**config.mk**
```make
export PLATFORM = sky130hd
export DESIGN_NAME = control_flat
export DESIGN_NICKNAME = d
export VERILOG_FILES = /design/src/rtl/cpu_pkg.sv /design/src/rtl/control_if.sv /design/src/rtl/control_decode.sv /design/src/rtl/control.sv /design/src/flat_wrapper.sv
export SDC_FILE = /design/constraint.sdc
export NUM_CORES = 1
export LEC_CHECK = 0
export ABC_AREA = 1
export BUFFER_PORTS_ARGS = -buffer_cell sky130_fd_sc_hd__buf_2
export CAP_MARGIN = 20
export CORE_MARGIN = 8
export CORE_UTILIZATION = 39
export DETAILED_ROUTE_END_ITERATION = 12
export PLACE_DENSITY = 0.76
export SLEW_MARGIN = 20
export SYNTH_ARGS = -nofsm -noshare
export SYNTH_HDL_FRONTEND = slang
export SYNTH_SLANG_ARGS = --single-unit
```
**constraint.sdc**
```tcl
create_clock -name clk -period 0.8 [get_ports clk]
set_clock_uncertainty 0.1 [all_clocks]
set_input_delay 0.08 -clock clk [delete_from_list [all_inputs] [get_ports clk]]
set_output_delay 0.08 -clock clk [all_outputs]
set_load 0.02 [all_outputs]
```
**src/rtl/cpu_pkg.sv**
```systemverilog
// cpu_pkg: opcode/funct constants, ALU encodings and ctrl word layout shared by all pipeline stages
package cpu_pkg;
  localparam logic [5:0] OP_RTYPE = 6'd3;
  localparam logic [5:0] OP_LW = 6'd4;
  localparam logic [5:0] OP_SW = 6'd5;
  localparam logic [5:0] FN_ADD = 6'd32;
  localparam logic [5:0] FN_SUB = 6'd34;
  localparam logic [5:0] FN_AND = 6'd36;
  localparam logic [5:0] FN_MUL = 6'd50;
  localparam int CTRL_W = 12;
  localparam int DEST_LSB = 7;
  localparam int DEST_W = 5;
  localparam int REG_WRITE_BIT = 6;
  localparam int MEM_WRITE_BIT = 5;
  localparam int MEM_TO_REG_BIT = 4;
  localparam int ALU_SRC_BIT = 3;
  localparam int ALU_OP_LSB = 1;
  localparam int ALU_OP_W = 2;
  localparam int VALID_BIT = 0;
  typedef enum logic [1:0] {
    ALU_ADD = 2'b00,
    ALU_SUB = 2'b01,
    ALU_MUL = 2'b10,
    ALU_AND = 2'b11
  } alu_op_t;
  typedef struct packed {
    logic [4:0] dest;
    logic reg_write;
    logic mem_write;
    logic mem_to_reg;
    logic alu_src;
    alu_op_t alu_op;
    logic valid;
  } ctrl_t;
endpackage

```
**src/rtl/control_if.sv**
```systemverilog
// control_if: fetch-to-decode instruction bus and decoded register addresses / control word
interface control_if;
  import cpu_pkg::*;
  logic [31:0] instr;
  logic [4:0] a_reg;
  logic [4:0] b_reg;
  logic [CTRL_W-1:0] ctrl;
  modport master(output instr, input a_reg, b_reg, ctrl);
  modport slave(input instr, output a_reg, b_reg, ctrl);
endinterface

```
**src/rtl/control_decode.sv**
```systemverilog
// control_decode: combinational instruction decode into register addresses and control word
module control_decode
  import cpu_pkg::*;
(
  input logic [31:0] instr,
  output logic [4:0] a,
  output logic [4:0] b,
  output logic [CTRL_W-1:0] ctrl
);
  logic [5:0] op;
  logic [5:0] funct;
  logic [4:0] rd;
  logic r_ok;
  alu_op_t fn_op;
  ctrl_t c;
  logic unused_shamt;
  assign unused_shamt = ^instr[10:6];
  // Field extraction and per-opcode control word; unknown opcode or funct yields a bubble
  always_comb begin
    op = instr[31:26];
    funct = instr[5:0];
    rd = instr[15:11];
    a = instr[25:21];
    b = instr[20:16];
    r_ok = funct == FN_ADD || funct == FN_SUB || funct == FN_MUL || funct == FN_AND;
    fn_op = funct == FN_SUB ? ALU_SUB : funct == FN_MUL ? ALU_MUL : funct == FN_AND ? ALU_AND : ALU_ADD;
    c = op == OP_RTYPE && r_ok ? {rd, 1'b1, 1'b0, 1'b0, 1'b0, fn_op, 1'b1} :
        op == OP_LW ? {a, 1'b1, 1'b0, 1'b1, 1'b1, ALU_ADD, 1'b1} :
        op == OP_SW ? {5'd0, 1'b0, 1'b1, 1'b0, 1'b1, ALU_ADD, 1'b1} : '0;
    ctrl = c;
  end
endmodule

```
**src/rtl/control.sv**
```systemverilog
// control: registered instruction-decode stage producing read addresses and the pipeline control word
module control
  import cpu_pkg::*;
(
  input logic clk,
  input logic rst_n,
  control_if.slave bus
);
  logic [4:0] a;
  logic [4:0] b;
  logic [CTRL_W-1:0] c;
  control_decode u_dec (
    .instr(bus.instr),
    .a(a),
    .b(b),
    .ctrl(c)
  );
  // Output register; reset forces a bubble immediately, discarding any in-flight decode
  always_ff @(posedge clk or negedge rst_n) begin
    if (!rst_n) begin
      bus.a_reg <= '0;
      bus.b_reg <= '0;
      bus.ctrl <= '0;
    end else begin
      bus.a_reg <= a;
      bus.b_reg <= b;
      bus.ctrl <= c;
    end
  end
endmodule

```
**src/flat_wrapper.sv**
```systemverilog
// flat-port wrapper written by rule: the top's interface ports become plain ports
module control_flat import cpu_pkg::*;
  (clk, rst_n, bus_instr, bus_a_reg, bus_b_reg, bus_ctrl);
  control_if bus_i ();
  input logic clk;
  input logic rst_n;
  input wire logic [$bits(bus_i.instr)-1:0] bus_instr;
  output wire logic [$bits(bus_i.a_reg)-1:0] bus_a_reg;
  output wire logic [$bits(bus_i.b_reg)-1:0] bus_b_reg;
  output wire logic [$bits(bus_i.ctrl)-1:0] bus_ctrl;
  assign bus_i.instr = bus_instr;
  assign bus_a_reg = bus_i.a_reg;
  assign bus_b_reg = bus_i.b_reg;
  assign bus_ctrl = bus_i.ctrl;
  control u_core (.clk(clk), .rst_n(rst_n), .bus(bus_i));
endmodule
```
==> summary.txt <==
Critical path
  • Crit-path max FO: 1
  • Buffers and inverters on the worst path: 1
  • Critical path's largest stage delay: 0.41 ns
  • CP Class: reg2out
  • Crit path max-delay cell type: dfrtp_1
  • Delay-heaviest family, CP: flip-flops
  • CP arrival: 0.85 ns
  • Critical path capture point type: output pin
  • Crit path cell chain: buf_6
  • Critical Path RT: 0.62 ns
  • Worst Setup Start Kind: flop

Synthesis
  • Cell area after synthesis: 807.0 sq um
  • Library cells used by synthesis: 12
  • Cells after Synth: 76
  • Synthesized area per cell: 10.62 sq um
  • Syn nets: 110
  • Seq/Total Area, Yosys: 0.6822
  • #FFs+latches synth: 22
  • Ys Warns: 0

Route
  • Routed via count: 774
  • Initial DRC Count: 17
  • Drt pass-1 iters: 4
  • Vias per std cell: 4.373
  • Routed WL: 2.595 mm
  • Post-route DRC: 0
  • ANT nets after route: 0
  • Wire length per cell after detailed routing: 14.66 um

Floorplanning
  • Die Span Y: 61.49 um
  • Die footprint: 3781 sq um
  • Num rows: 16
  • Core area: 1962 sq um
  • # IOs: 56
  • Die X: 61.49 um
  • Initial Util: 0.4114

Run
  • MaxCap Viol Count: 0

GRT
  • Initial antenna violation count: 0
  • All-Layer GR Usage: 0.1477
  • Largest net degree at the start of global routing: 23
  • Vias in the first global route: 844
  • Global-route wire length before repair: 3.967 mm
  • Gr ovfl total: 0

Pwr
  • Maximum VDD drop: 0.8877 mV
  • Pwr dens: 1348 nW/um^2
  • Tot Pwr: 0.001973 W
  • Lkg Pwr: 0.8060 nW

STA
  • RSZ-0062 raised after global routing: yes
  • Setup TNS: -4.679 ns
  • Hold Vio Cnt, Final: 1
  • Fin Hold WS: -0.02455 ns
  • Pin slew with the least headroom to its limit: 0.2945 ns
  • Final setup margin: -0.2314 ns
  • Max-slew violations: 0
  • Fin crit share: 1.289
  • Worst rel slew slack: 0.8036
  • Setup-failing EPs final: 22
  • Max Fclk: 969.6 MHz
  • Crit path time final: 1.031 ns

CTS
  • Clock transition at path regs: 0.10 ns
  • Maximum clock path buffer count: 2
  • # Post-CTS Setup Buffers: 0
  • Hold Buf Count CTS: 16
  • CTS sink cnt: 22
  • TritonCTS clock tree: built
  • H-Tree Level Count: 1
  • CTS Buf Count: 3
  • Root Buffer: clkbuf_4

Cells and area
  • Largest register FFs: 12
  • Syn-to-layout area delta: 81.39%
  • # diodes: 0
  • Share of layout cells above drive strength 1: 0.4733
  • Layout net count: 186

Hold path
  • Hold path cells: 3
  • Hold Path Class: in2reg
  • WHS Endpoint: u_core.bus.ctrl[4]
  • Hold Startpoint: bus_instr[26]

Outcome
  • Failing checks: hold timing, setup timing
  • Status: finished with violations

Placement
  • HPWL Detailed: 1.595 mm
  • Dpl ws: -0.2078 ns
  • Port Buf Inserts: 50
  • RD Place Congestion: 0.6404
[layout make-up]
class / instances / area, sq um
clock buffers: 3 / 22.52
fillers: 133 / 498.0
inverters: 12 / 45.04
multi-input cells: 42 / 221.5
flip-flops and latches: 22 / 550.5
well taps: 27 / 33.78
repair buffers: 71 / 590.6
[where the power goes]
part / internal (W) / total [W] / switching (W)
clock: 0.000176 / 0.000484 / 0.000308
sequential: 0.00114 / 0.00116 / 0.0000159
combinational: 0.000178 / 0.000331 / 0.000154
total: 0.00150 / 0.00197 / 0.000478
[through the flow]
stage	util	instances	instance area [sq um]
3_5_place_dp	0.5829	159	1144
5_1_grt	0.7462	177	1464
4_1_cts	0.7462	178	1464
2_1_floorplan	-	76	814.5
6_report	0.7462	177	1464
3_3_place_gp	0.5829	159	1144
[kinds of logic after synthesis]
group / synth area share
compound gates: 0.006196
buf+inv: 0.05581
flops: 0.6822
simple gates: 0.2558
[synthesized netlist by cell type (all sizes together)]
| cell | instances | share of area |
|---|---|---|
| a21oi | 1 | 0.0062 |
| nand2 | 24 | 0.13 |
| inv | 12 | 0.056 |
| dfrtp | 22 | 0.68 |
| nand3 | 6 | 0.050 |
| nor2 | 11 | 0.079 |
[how the worst max path moves through the flow]
stage	from	to	slack [ns]	depth (start not counted)
3_3_place_gp	bus_instr[29]	u_core.bus.ctrl[10]	-0.17	8
3_5_place_dp	bus_instr[29]	u_core.bus.ctrl[7]	-0.21	8
2_1_floorplan	bus_instr[29]	u_core.bus.ctrl[10]	-0.002	7
6_report	u_core.bus.ctrl[11]	bus_ctrl[11]	-0.23	1
4_1_cts	u_core.bus.ctrl[3]	bus_ctrl[3]	-0.21	1
5_1_grt	u_core.bus.ctrl[11]	bus_ctrl[11]	-0.27	1
[routing by layer]
layer,vias up,GRT usage,wire length (um)
met5,-,0,0
met4,0,0.09091,69
met3,7,0.04802,307
met2,49,0.2585,1199
met1,345,0.1473,1020
li1,373,-,-
[tightest hold or removal path, cell delays in order]
cell and delay [ns]:
buf_2 0.09, buf_4 0.12, nor2_4 0.06
[cell usage in the layout, fill, tap and decap left out, types with 4 or more instances in the layout]
| cell type | n |
|---|---|
| buf_4 | 6 |
| nand2_1 | 20 |
| dlygate4sd3_1 | 16 |
| inv_1 | 11 |
| dfrtp_1 | 22 |
| nand3_1 | 4 |
| clkbuf_4 | 4 |
| nor2_1 | 5 |
| buf_6 | 22 |
| buf_2 | 26 |
[repair_timing]
action,4_1_cts,5_1_grt
gates cloned,0,0
endpoints found under the setup margin,22,33
hold endpoints to repair,38,1
resized for setup,44,2
Note: power is estimated with default switching activity, not from simulation.
